--- config.mk ---
export PLATFORM = sky130hd
export DESIGN_NAME = alu_arbiter
export DESIGN_NICKNAME = d
export VERILOG_FILES = /design/src/rtl/alu_arbiter_pkg.sv /design/src/rtl/rr_arb2.sv /design/src/rtl/alu_arbiter.sv
export SDC_FILE = /design/constraint.sdc
export NUM_CORES = 1
export LEC_CHECK = 0
export ABC_AREA = 1
export CAP_MARGIN = 20
export CORE_MARGIN = 10
export CORE_UTILIZATION = 41
export DETAILED_ROUTE_END_ITERATION = 10
export PLACE_DENSITY = 0.81
export REMOVE_ABC_BUFFERS = 1
export SKIP_CTS_REPAIR_TIMING = 1
export SLEW_MARGIN = 10
export SYNTH_ARGS = -nofsm -noshare
export SYNTH_HDL_FRONTEND = slang
export SYNTH_SLANG_ARGS = --single-unit
--- constraint.sdc ---
create_clock -name clk -period 1.6 [get_ports clk]
set_input_delay 0.16 -clock clk [delete_from_list [all_inputs] [get_ports clk]]
set_output_delay 0.16 -clock clk [all_outputs]
set_load 0.02 [all_outputs]
--- src/rtl/alu_arbiter_pkg.sv ---
// Shared definitions for the two-requester ALU arbiter: op codes and FSM states.
package alu_arbiter_pkg;

  localparam logic [3:0] ALU_ADD  = 4'd0;
  localparam logic [3:0] ALU_SUB  = 4'd1;
  localparam logic [3:0] ALU_AND  = 4'd2;
  localparam logic [3:0] ALU_OR   = 4'd3;
  localparam logic [3:0] ALU_XOR  = 4'd4;
  localparam logic [3:0] ALU_NOR  = 4'd5;
  localparam logic [3:0] ALU_SLT  = 4'd6;
  localparam logic [3:0] ALU_SLTU = 4'd7;
  localparam logic [3:0] ALU_SLL  = 4'd8;
  localparam logic [3:0] ALU_SRL  = 4'd9;
  localparam logic [3:0] ALU_SRA  = 4'd10;

  localparam logic [3:0] ALU_OP_MAX = 4'd10;

  typedef enum logic [1:0] {
    ST_IDLE  = 2'd0,
    ST_EXEC  = 2'd1,
    ST_WRITE = 2'd2
  } arb_state_t;

  function automatic logic op_is_illegal(input logic [3:0] ctrl);
    return ctrl > ALU_OP_MAX;
  endfunction

endpackage

--- src/rtl/rr_arb2.sv ---
// Two-way round-robin grant: a lone eligible requester wins, a tie goes to the
// requester that was not granted last.
module rr_arb2 (
  input  logic [1:0] eligible,
  input  logic       last_gnt,
  output logic [1:0] gnt
);

  always_comb begin
    gnt = eligible;
    if (&eligible) begin
      gnt = last_gnt ? 2'b01 : 2'b10;
    end
  end

endmodule

--- src/rtl/alu_arbiter.sv ---
// Arbitrates two requesters onto one external combinational ALU, one operation
// at a time, with a 1-deep response buffer per requester.
//
// state    | meaning
// ST_IDLE  | accepting; grant one eligible requester and latch its operands
// ST_EXEC  | operands on the ALU; result captured into the granted buffer
// ST_WRITE | result visible to requester; no acceptance this cycle
module alu_arbiter
  import alu_arbiter_pkg::*;
#(
  parameter int DATA_W = 32
) (
  input  logic              clk,
  input  logic              rst_n,
  input  logic [1:0]        req_valid,
  output logic [1:0]        req_ready,
  input  logic [3:0]        req_ctrl0,
  input  logic [3:0]        req_ctrl1,
  input  logic [DATA_W-1:0] req_a0,
  input  logic [DATA_W-1:0] req_b0,
  input  logic [DATA_W-1:0] req_a1,
  input  logic [DATA_W-1:0] req_b1,
  output logic [1:0]        rsp_valid,
  input  logic [1:0]        rsp_ready,
  output logic [DATA_W-1:0] rsp_result0,
  output logic [DATA_W-1:0] rsp_result1,
  output logic [1:0]        rsp_zero,
  output logic [1:0]        rsp_err,
  output logic [3:0]        alu_ctrl,
  output logic [DATA_W-1:0] alu_a,
  output logic [DATA_W-1:0] alu_b,
  input  logic [DATA_W-1:0] alu_result,
  input  logic              alu_zero
);

  arb_state_t        state;
  arb_state_t        state_nxt;
  logic              last_gnt;
  logic [1:0]        eligible;
  logic [1:0]        gnt;
  logic              accept;

  logic [3:0]        op_ctrl;
  logic [DATA_W-1:0] op_a;
  logic [DATA_W-1:0] op_b;
  logic              op_id;

  logic [DATA_W-1:0] wr_result;
  logic              wr_zero;
  logic              wr_err;

  // A requester with an unconsumed result is not eligible, so only it stalls.
  assign eligible = req_valid & ~rsp_valid;

  rr_arb2 u_rr_arb2 (
    .eligible (eligible),
    .last_gnt (last_gnt),
    .gnt      (gnt)
  );

  always_ff @(posedge clk) begin
    if (!rst_n) begin
      state <= ST_IDLE;
    end else begin
      state <= state_nxt;
    end
  end

  always_comb begin
    state_nxt = state;
    accept    = 1'b0;
    req_ready = 2'b00;
    case (state)
      ST_IDLE: begin
        if (rst_n) begin
          req_ready = gnt;
        end
        if (gnt != 2'b00) begin
          accept    = 1'b1;
          state_nxt = ST_EXEC;
        end
      end
      ST_EXEC:  state_nxt = ST_WRITE;
      ST_WRITE: state_nxt = ST_IDLE;
      default:  state_nxt = ST_IDLE;
    endcase
  end

  // Illegal op codes never trust the ALU return.
  always_comb begin
    wr_err    = op_is_illegal(op_ctrl);
    wr_result = wr_err ? '0 : alu_result;
    wr_zero   = !wr_err && (op_ctrl == ALU_SUB) && alu_zero;
  end

  always_ff @(posedge clk) begin
    if (!rst_n) begin
      last_gnt    <= 1'b1;
      op_ctrl     <= '0;
      op_a        <= '0;
      op_b        <= '0;
      op_id       <= 1'b0;
      rsp_valid   <= 2'b00;
      rsp_result0 <= '0;
      rsp_result1 <= '0;
      rsp_zero    <= 2'b00;
      rsp_err     <= 2'b00;
    end else begin
      rsp_valid <= rsp_valid & ~rsp_ready;
      if (accept) begin
        last_gnt <= gnt[1];
        op_id    <= gnt[1];
        op_ctrl  <= gnt[1] ? req_ctrl1 : req_ctrl0;
        op_a     <= gnt[1] ? req_a1 : req_a0;
        op_b     <= gnt[1] ? req_b1 : req_b0;
      end
      if (state == ST_EXEC) begin
        rsp_valid[op_id] <= 1'b1;
        rsp_zero[op_id]  <= wr_zero;
        rsp_err[op_id]   <= wr_err;
        if (op_id) begin
          rsp_result1 <= wr_result;
        end else begin
          rsp_result0 <= wr_result;
        end
      end
    end
  end

  assign alu_ctrl = op_ctrl;
  assign alu_a    = op_a;
  assign alu_b    = op_b;

endmodule

# Word-level counts from Yosys, hierarchy flattened
# Cells that the tools add are included.
[op_classes]
bitwise_logic = 6
n_mux = 17
reduce_logical = 9
magnitude_cmp = 3
n_eq_ne = 3
[ops]
columns = ["operator", "count"]
rows = [
  ["two-way mux 32 bit", 3],
  ["two-way mux 2 bit", 6],
  ["AND reduction 2 bit", 3],
  ["AND 2 bit", 2],
  ["bitwise mux 2 bit", 2],
  ["== test 4 x 1 -> 1 bit, second input constant", 1],
  ["greater-than comparator 4 bit, second input constant", 1],
  ["two-way mux 4 bit", 1],
  ["NOT 2 bit", 2],
  ["one-hot mux 2 bit (2 select lines)", 1],
  ["logical AND 1 bit", 3],
  ["two-way mux 1 bit", 3],
  ["== test 2 x 1 -> 1 bit, second input constant", 1],
  ["zero test 2 bit", 1],
  ["less-than comparator 1 x 2 -> 1 bit, second input constant", 1],
  ["!= test 2 bit, second input constant", 1],
  ["OR 2 bit", 1],
  ["nonzero test 2 bit", 1],
  ["demux 1 bit (select 1 bit)", 1],
  [">= comparator 1 bit, second input constant", 1],
  ["zero test 1 bit", 1],
  ["NOT 1 bit", 1],
]
[totals]
out_inout_bits = 140
in_bits = 175
word_cells = 49
reg_bits = 142

# Depth between registers and ports, before layout
# Gate-level depths: netlist (run 1).
[depth]
depth_word = 7
mapped_depth = 9
mapped_depth_nobuf = 7

# Hierarchy
# From an unflattened synthesis (run 1), not the netlist that was laid out.
[unflattened]
cells_unflattened = 960
area_unflattened_um2 = 6257.3
[by_module_without_submodules]
columns = ["mod", "area_each_um2", "n_inst", "cells_per_inst", "seq_area_each_um2"]
rows = [
  ["alu_arbiter", 6236.0, 1, 955, 2842.7],
  ["rr_arb2", 21.3, 1, 5, 0.0],
]

# Least setup slack after synthesis (run 1)
# OpenSTA, ideal clock, no wires.
[synth_path]
path_type = "flip-flop to output port"
startpoint = "reg rsp_valid[0]"
endpoint = "out req_ready[1]"
n_path_buf = 1
setup_slack_ns = 0.211
path_stages_with_launch = 6
t_required_ns = 1.440
arrival_time_ns = 1.229
cell_sequence = "dfxtp_1 > inv_1 > nand3_2 > buf_2 > nand2_1 > nor2_1"
[synth_between]
elab_chain_cells = 6
[synth_lines]
columns = ["element", "line_no", "text"]
rows = [
  ["start: declaration", "alu_arbiter.sv:23", "output logic [1:0] rsp_valid,"],
  ["start signal: assignment", "alu_arbiter.sv:109", "rsp_valid <= rsp_valid & ~rsp_ready;"],
  ["NOT 2 bit", "alu_arbiter.sv:53", "assign eligible = req_valid & ~rsp_valid;"],
  ["AND 2 bit", "alu_arbiter.sv:53", ""],
  ["AND reduction 2 bit", "rr_arb2.sv:11", "if (&eligible) begin"],
  ["two-way mux 2 bit", "rr_arb2.sv:11", ""],
  ["two-way mux 2 bit", "alu_arbiter.sv:75", "if (rst_n) begin"],
  ["two-way mux 2 bit", "alu_arbiter.sv:73", "case (state)"],
  ["end: declaration", "alu_arbiter.sv:16", "output logic [1:0] req_ready,"],
]
# No other way between the ends.

# Final worst setup path (run 1)
[layout_path]
startpoint = "reg rsp_result0[14]"
endpoint = "out rsp_result0[14]"
[layout_rtl]
columns = ["element", "line_no", "text"]
rows = [
  ["start: declaration", "alu_arbiter.sv:25", "output logic [DATA_W-1:0] rsp_result0,"],
  ["start signal: assignment", "alu_arbiter.sv:124", "rsp_result0 <= wr_result;"],
]
# No word-level cell between the ends.

==> flow_summary_export.csv, run 1 <==
group,metric,value,unit
critical_path,path_buf_inv,1,
route,drcViolationCount,0,
cts,ctsLongestPathBuffers,2,
synth,synth_top_area_cell,"dfxtp_1",
place,dp_cells,1452,
floorplan,rows,46,
cts,cts-root-buf,"clkbuf_16",
cts,clock_latency,410,ps
critical_path,cp.arrival,1400,ps
timing,fin_crit,1560,ps
critical_path,critPathMaxStageDelay,650,ps
outcome,status,"completed",
timing,post-route-period-util,97.48,%
finish,antenna_cells,0,
synth,synthSimpleGateAreaFrac,28.35,%
power_and_ir_drop,peakVddDrop,0.0007337,V
grt,grt_pass1_wl,37.57,mm
critical_path,path_cells,"clkdlybuf4s50_1",
synth,synth_fa_ha_area_share,0,%
synth,ys_seq_area_share,43.24,%
critical_path,worstSetupEndpointType,"primary output",
critical_path,required,1440,ps
grt,gr-total-overflow,0,
cts,cts_tree,"built",
route,routed_wirelength,24.37,mm
critical_path,start_kind,"register",
synth,synth_top_family_by_area,"simple AND/OR/NAND/NOR gates",
critical_path,crit_fanout,2,
critical_path,crit_family,"buffers and inverters",
hold_path,hold_class,"in -> reg",
grt,antenna_found_initial,0,
cts,clkTransAtPathRegs,60,ps
synth,muxShareOfSynthArea,0,%
route,drt_iter0_drc,294,
synth,synth_top_area_share,43.24,%
finish,nFillCells,1335,
grt,grtUsageTotal,21.59,%
finish,ff_latch_area,0.002843,sq mm
route,post_drt_wl_per_cell,16.42,microns
finish,final_common_cell,"clkdlybuf4s50_1",
synth,synth_cell_types,24,
synth,avgSynthCellArea,6.814,sq um
finish,multi_input_area,0.003113,sq mm
timing,slew_headroom,55.22,%
grt,grt_pass1_vias,6733,
timing,max_freq,641.1,MHz
synth,syn_inst,965,
power_and_ir_drop,power_density,1043,mW/mm^2
timing,fin_skew,8.578,ps
timing,hold_violations,0,
floorplan,die_width,146.6,microns
critical_path,slowest_stage,"clkdlybuf4s50_1",
synth,synth_xor_area_share,0,%
place,routabilityCongestion,0.8071,
floorplan,die_area,0.02150,sq mm
cts,numCtsBuffers,17,
finish,layout_common_cells,"clkdlybuf4s50_1 (288), nand2_1 (243), dfxtp_1 (142)",
route,drtAntennaViolNets,0,
grt,grt_start_max_net_pins,139,
finish,nNetsFinal,1430,
synth,ys_ff_latch,142,
finish,layout-drive-gt1-share,6.388,%
cts,h-tree-depth,4,
floorplan,start_util,41.54,%
timing,drv_slew,0,
synth,synth_warnings,0,
floorplan,io_pins,315,
floorplan,coreArea,0.01583,sq mm
place,dp_hpwl,17.68,mm
floorplan,chipHeight,146.6,microns
finish,finalNonFillerCells,1484,
cts,clock_sinks,142,
route,vias_per_cell,4.801,
finish,area_growth,62.13,%
power_and_ir_drop,p_total,11.12,mW
critical_path,path_class,"reg -> out",
synth,ys_top_cells_by_area,"dfxtp_1 (43%), nand2_1 (14%), nor2_1 (7.9%)",
synth,synth_compound_area_share,18.42,%
synth,synth_area,0.006575,sq mm
run,max_cap_violations,0,
route,first_pass_iters,5,
timing,worst_pin_slew,671.6,ps
route,via_count,7124,
place,port_buffers,314,
power_and_ir_drop,power_leakage,4.976,nW
timing,setup_viol,0,
## power breakdown
part | internal, mW | leakage, nW | switching [mW]
Clock | 2.09 | 0.268 | 1.63
Sequential | 3.91 | 1.17 | 0.196
Combinational | 1.54 | 3.54 | 1.75
Total | 7.54 | 4.98 | 3.58
## layer usage
metal	track usage (%)	wire, microns
met1	25.06	9510
met2	33.81	11070
met4	6.056	447
met5	0	0
met3	11.53	3345
## registers in the layout, indices dropped and copies added (netlist names), 2 cells and up
signal	cells
alu_a	32
alu_b	32
rsp_result0	32
rsp_result1	32
alu_ctrl	4
rsp_err	2
rsp_valid	2
rsp_zero	2
state	2
## worst reg2reg max path, cell delays in order (launching register included)
cell and delay (ps):
dfxtp_1 310, inv_1 120, nand2_1 90, buf_4 160, a21oi_4 160, buf_12 270
nand2_1 120, nor2_1 100, nor2_1 50
## per-stage QoR
step	setup WS (ps)	utilization, %	instance area (sq um)	setup TNS, ps	hold slack [ps]
after floorplan	-1083	-	6211	-104520	245.6
after global placement	-152.2	63.46	10040	-4178	497.8
after detailed placement	-158.5	63.46	10040	-6251	503.4
after CTS	-469.9	66.97	10600	-1433	118.5
after global routing	-8.886	67.35	10660	-12.05	182.4
final	40.28	67.35	10660	0	186.8
## cells by family after synthesis
group           after synthesis
simple gates                464
compound gates              207
buf+inv                     152
flops                       142
## cell type report
cell class / count / area share [%]
Clock buffer: 19 / 4.249
Timing Repair Buffer: 345 / 33.64
Sequential cell: 142 / 26.67
Inverter: 78 / 2.746
Multi-Input combinational cell: 671 / 29.20
Tap cell: 216 / 2.535
Clock inverter: 13 / 0.9624
## Yosys cell counts, drive strengths merged
master and n:
a21boi 65, nand4 2, dfxtp 142, a21oi 70, nor3 1, buf 43, o21ai 70, nor2 142
o21a 2, clkbuf 31, inv 78, nand3 73, nand2 246
## final timing paths
| check | startpoint | end | slack (ps) | cells past startpoint |
|---|---|---|---|---|
| worst max register to register | rsp_valid[0] | alu_b[1] | 120 | 8 |
| worst max-delay path | rsp_result0[14] | rsp_result0[14] | 40 | 1 |
| worst min-delay path | rst_n | state[1] | 190 | 4 |
| worst min register to register | op_id | op_id | 510 | 2 |
(Power assumes the default switching activity.)
==> run 2, diff against run 1 <==
--- a/config.mk
+++ b/config.mk
@@ -7,10 +7,12 @@
 export LEC_CHECK = 0
 export ABC_AREA = 1
 export CAP_MARGIN = 20
+export CELL_PAD_IN_SITES_DETAIL_PLACEMENT = 1
+export CELL_PAD_IN_SITES_GLOBAL_PLACEMENT = 2
 export CORE_MARGIN = 10
-export CORE_UTILIZATION = 41
+export CORE_UTILIZATION = 21
 export DETAILED_ROUTE_END_ITERATION = 10
-export PLACE_DENSITY = 0.81
+export PLACE_DENSITY_LB_ADDON = 0.1
 export REMOVE_ABC_BUFFERS = 1
 export SKIP_CTS_REPAIR_TIMING = 1
 export SLEW_MARGIN = 10
==> flow_summary_export.csv, run 2 (synthesis results as in run 1) <==
group,metric,value,unit
critical_path,path_class,"reg -> out",
route,drcViolationCount,0,
timing,drv_slew,0,
finish,nNetsFinal,1443,
critical_path,path_buf_inv,1,
finish,utilization,36.66,%
critical_path,crit_family,"buffers and inverters",
timing,post-route-period-util,97.13,%
grt,grt_pass1_wl,45.26,mm
critical_path,rr_startpoint,"rsp_valid[0]",
grt,grt_use_met1,17.40,%
floorplan,io_pins,315,
grt,top_usage_layer,"met2",
route,via_count,7201,
cts,clock_latency,430,ps
run,max_cap_violations,0,
cts,ctsLongestPathBuffers,2,
critical_path,rr_worst_depth,9,
finish,layout-drive-gt1-share,7.650,%
finish,nFillCells,3726,
power_and_ir_drop,peakVddDrop,0.0006152,V
route,vias_per_cell,4.289,
grt,gr-total-overflow,0,
floorplan,die_area,0.03879,sq mm
timing,fin_crit,1554,ps
floorplan,chipHeight,196.9,microns
timing,worst_pin_slew,613.5,ps
place,port_buffers,314,
cts,clkTransAtPathRegs,70,ps
finish,finalNonFillerCells,1679,
place,dp_cells,1641,
place,routabilityCongestion,0.7335,
grt,grt_pass1_vias,7550,
critical_path,r2r_slack,110,ps
cts,cts_tree,"built",
power_and_ir_drop,p_int,7.726,mW
power_and_ir_drop,swShare,34.07,%
timing,max_freq,643.5,MHz
grt,grtUsageTotal,14.96,%
hold_path,whs_path_depth,4,
route,post_drt_wl_per_cell,17.76,microns
finish,ff_latch_area,0.002844,sq mm
hold_path,hold_path_startpoint,"rst_n",
timing,rsz0062_at_grt,"true",
critical_path,path_cells,"clkdlybuf4s50_1",
timing,slew_headroom,59.10,%
grt,use_met3,7.598,%
critical_path,slowest_stage,"clkdlybuf4s50_1",
floorplan,start_util,21.38,%
timing,setup_slack,45.94,ps
place,dp_hpwl,21.25,mm
critical_path,r2r-end,"alu_a[13]",
finish,final_cell_area,0.01127,sq mm
critical_path,critPathMaxStageDelay,650,ps
grt,antenna_found_initial,6,
power_and_ir_drop,power_density,1040,mW/mm^2
route,drt_iter0_drc,170,
grt,use_met2,23.97,%
critical_path,start_kind,"register",
timing,timing.setup.tns,0,ps
floorplan,coreArea,0.03075,sq mm
finish,layout_common_cells,"nand2_1 (243), clkdlybuf4s50_1 (213), dfxtp_1 (141)",
finish,area_growth,71.44,%
power_and_ir_drop,combPwrFrac,29.4,%
outcome,status,"completed",
cts,cts-root-buf,"clkbuf_16",
route,drtAntennaViolNets,0,
critical_path,cp.arrival,1390,ps
finish,multi_input_area,0.003126,sq mm
critical_path,crit_fanout,2,
timing,fin_skew,11.86,ps
place,place_area,0.01035,sq mm
hold_path,hold_class,"in -> reg",
grt,grt_start_max_net_pins,139,
power_and_ir_drop,seqPwrFrac,34.9,%
timing,hold_violations,0,
power_and_ir_drop,p_sw,3.993,mW
cts,numCtsBuffers,17,
route,first_pass_iters,6,
floorplan,die_width,196.9,microns
cts,h-tree-depth,4,
cts,clock_sinks,142,
critical_path,required,1440,ps
hold_path,min_to,"state[1]",
power_and_ir_drop,power_leakage,6.267,nW
power_and_ir_drop,p_clk_share,35.8,%
place,place_ws,-187.1,ps
critical_path,worstSetupEndpointType,"primary output",
timing,setup_viol,0,
floorplan,rows,64,
route,routed_wirelength,29.83,mm
finish,final_common_cell,"nand2_1",
run 2: worst max path at each step:
| stage | cells past startpoint | end | from | slack, ps |
|---|---|---|---|---|
| 5_1_grt | 6 | req_ready[0] | state[0] | -30 |
| 2_1_floorplan | 5 | rsp_result1[0] | state[1] | -1080 |
| 4_1_cts | 6 | req_ready[0] | state[1] | -550 |
| 3_3_place_gp | 6 | req_ready[1] | req_valid[1] | -180 |
| 6_report | 1 | alu_b[7] | alu_b[7] | 50 |
| 3_5_place_dp | 6 | req_ready[1] | req_valid[1] | -190 |
run 2: cell type report:
class / count / area share [%]
Tap cell: 396 / 4.396
Antenna cell: 2 / 0.04440
Multi-Input combinational cell: 671 / 27.73
Sequential cell: 142 / 25.23
Inverter: 78 / 2.597
Clock buffer: 17 / 3.774
Timing Repair Buffer: 358 / 34.67
Clock inverter: 15 / 1.565
run 2: power groups by stage:
stage / logic (mW) / registers (mW) / clock network (mW)
floorplan: 1.14 / 4.59 / 0
global placement: 3.49 / 4.16 / 0
detailed placement: 3.49 / 4.18 / 0
CTS: 3.51 / 4.10 / 4.37
global route: 3.84 / 4.13 / 4.52
finish: 3.44 / 4.08 / 4.20
run 2: stage by stage:
step	hold WS, ps	total power, mW
finish	172.5	11.72
global route	171.8	12.49
CTS	102.0	11.99
detailed placement	507.3	7.670
global placement	501.9	7.649
floorplan	245.6	5.733
run 2: metal layers:
metal  vias up  share of wire, %
li1       3672                 -
met1      3302                43
met2       192                46
met3        27                10
met4         8               1.3
met5         -              0.18
run 2: tightest hold or removal path: cells and delay by family:
kind / cells / cell delay, ps
simple gates: 1 / 90
buf+inv: 3 / 310
==> run 3, diff against run 2 <==
--- a/config.mk
+++ b/config.mk
@@ -9,7 +9,7 @@
 export CAP_MARGIN = 20
 export CELL_PAD_IN_SITES_DETAIL_PLACEMENT = 1
 export CELL_PAD_IN_SITES_GLOBAL_PLACEMENT = 2
-export CORE_MARGIN = 10
+export CORE_MARGIN = 5
 export CORE_UTILIZATION = 21
 export DETAILED_ROUTE_END_ITERATION = 10
 export PLACE_DENSITY_LB_ADDON = 0.1
@@ -19,3 +19,4 @@
 export SYNTH_ARGS = -nofsm -noshare
 export SYNTH_HDL_FRONTEND = slang
 export SYNTH_SLANG_ARGS = --single-unit
+export TNS_END_PERCENT = 1
==> flow_summary_export.csv, run 3 (synthesis results as in run 1) <==
group,metric,value,unit
outcome,status,"completed",
cts,numCtsBuffers,17,
finish,layout_common_cells,"clkdlybuf4s50_1 (249), nand2_1 (243), dfxtp_1 (142)",
floorplan,io_pins,315,
timing,fin_crit,1568,ps
critical_path,critPathMaxStageDelay,310,ps
route,routed_wirelength,27.23,mm
timing,setup_slack,31.91,ps
cts,cts_tree,"built",
timing,slew_headroom,53.79,%
timing,drv_slew,0,
cts,clkTransAtPathRegs,60,ps
floorplan,chipHeight,186.9,microns
cts,ctsLongestPathBuffers,2,
grt,gr-total-overflow,0,
timing,worst_pin_slew,693.2,ps
critical_path,path_cells,"nor2_2, inv_2, nor2_2, inv_1, nor3_1, buf_2",
hold_path,hold_class,"in -> reg",
route,drtAntennaViolNets,0,
place,dp_hpwl,19.18,mm
floorplan,coreArea,0.03075,sq mm
place,routabilityCongestion,0.7387,
grt,grtUsageTotal,15.40,%
cts,clock_sinks,142,
grt,grt_start_max_net_pins,139,
cts,clock_latency,430,ps
finish,layout-drive-gt1-share,6.003,%
power_and_ir_drop,peakVddDrop,0.0005468,V
critical_path,crit_fanout,2,
critical_path,path_class,"reg -> out",
place,place_ws,-152.8,ps
floorplan,die_width,186.9,microns
route,via_count,7141,
floorplan,start_util,21.38,%
power_and_ir_drop,power_density,1053,mW/mm^2
floorplan,die_area,0.03495,sq mm
run,max_cap_violations,0,
route,vias_per_cell,4.291,
route,drt_iter0_drc,193,
timing,rsz0062_at_grt,"true",
timing,fin_skew,11.22,ps
route,first_pass_iters,4,
timing,max_freq,637.7,MHz
floorplan,rows,64,
critical_path,required,1440,ps
timing,whs,184.1,ps
timing,hold_violations,0,
critical_path,cp.arrival,1410,ps
timing,post-route-period-util,98.01,%
finish,area_growth,67.59,%
cts,cts-root-buf,"clkbuf_16",
grt,antenna_found_initial,7,
route,drcViolationCount,0,
cts,h-tree-depth,4,
route,post_drt_wl_per_cell,16.37,microns
grt,grt_pass1_vias,7528,
critical_path,worstSetupEndpointType,"primary output",
finish,nFillCells,3747,
finish,nNetsFinal,1428,
finish,final_common_cell,"clkdlybuf4s50_1",
timing,timing.setup.tns,0,ps
timing,setup_viol,0,
critical_path,slowest_stage,"dfxtp_1",
place,port_buffers,314,
critical_path,cp_common_cell,"nor2_2",
power_and_ir_drop,power_leakage,5.597,nW
critical_path,start_kind,"register",
grt,grt_pass1_wl,43.15,mm
run 3: final cells by class:
type,instances,area [sq um],share of cell area (%)
Antenna cell,2,5.005,0.04542
Clock buffer,20,446.7,4.054
Clock inverter,12,162.7,1.476
Inverter,78,292.8,2.657
Multi-Input combinational cell,671,3105,28.18
Sequential cell,142,2843,25.80
Tap cell,396,495.5,4.496
Timing Repair Buffer,343,3669,33.29
run 3: metrics by stage:
step                std cells  utilization (%)  power, mW  cell area, sq um
finish                   1664            35.84      11.60             11020
global placement         1630            33.35      7.573             10250
floorplan                 891                -      5.733              6211
detailed placement       1630            33.35      7.591             10250
global route             1663            35.83      12.35             11020
CTS                      1662            35.33      11.91             10860
run 3: path summary, 6_finish.rpt:
kind | slack, ps | startpoint | end | depth (start not counted)
setup reg to reg | 150 | rsp_valid[1] | alu_b[17] | 7
hold / removal | 180 | rst_n | state[1] | 4
hold reg to reg | 510 | alu_b[27] | alu_b[27] | 4
setup / recovery | 30 | state[1] | req_ready[0] | 6
run 3: power breakdown:
group | internal [mW] | total [mW] | switching, mW
Combinational | 1.52 | 3.31 | 1.79
Sequential | 3.91 | 4.09 | 0.184
Clock | 2.51 | 4.20 | 1.69
Total | 7.94 | 11.6 | 3.67
run 3: per-layer routing:
metal	routed length [microns]	GRT usage, %
met3	2577	7.633
met1	11670	18.10
met2	12510	25.32
met5	69	0
met4	408	3.641
run 3: worst max-delay path, delay by kind of cell, from the launching register on:
family | cells | cell delay (ps)
buf+inv | 3 | 320
flops | 1 | 310
simple gates | 3 | 350
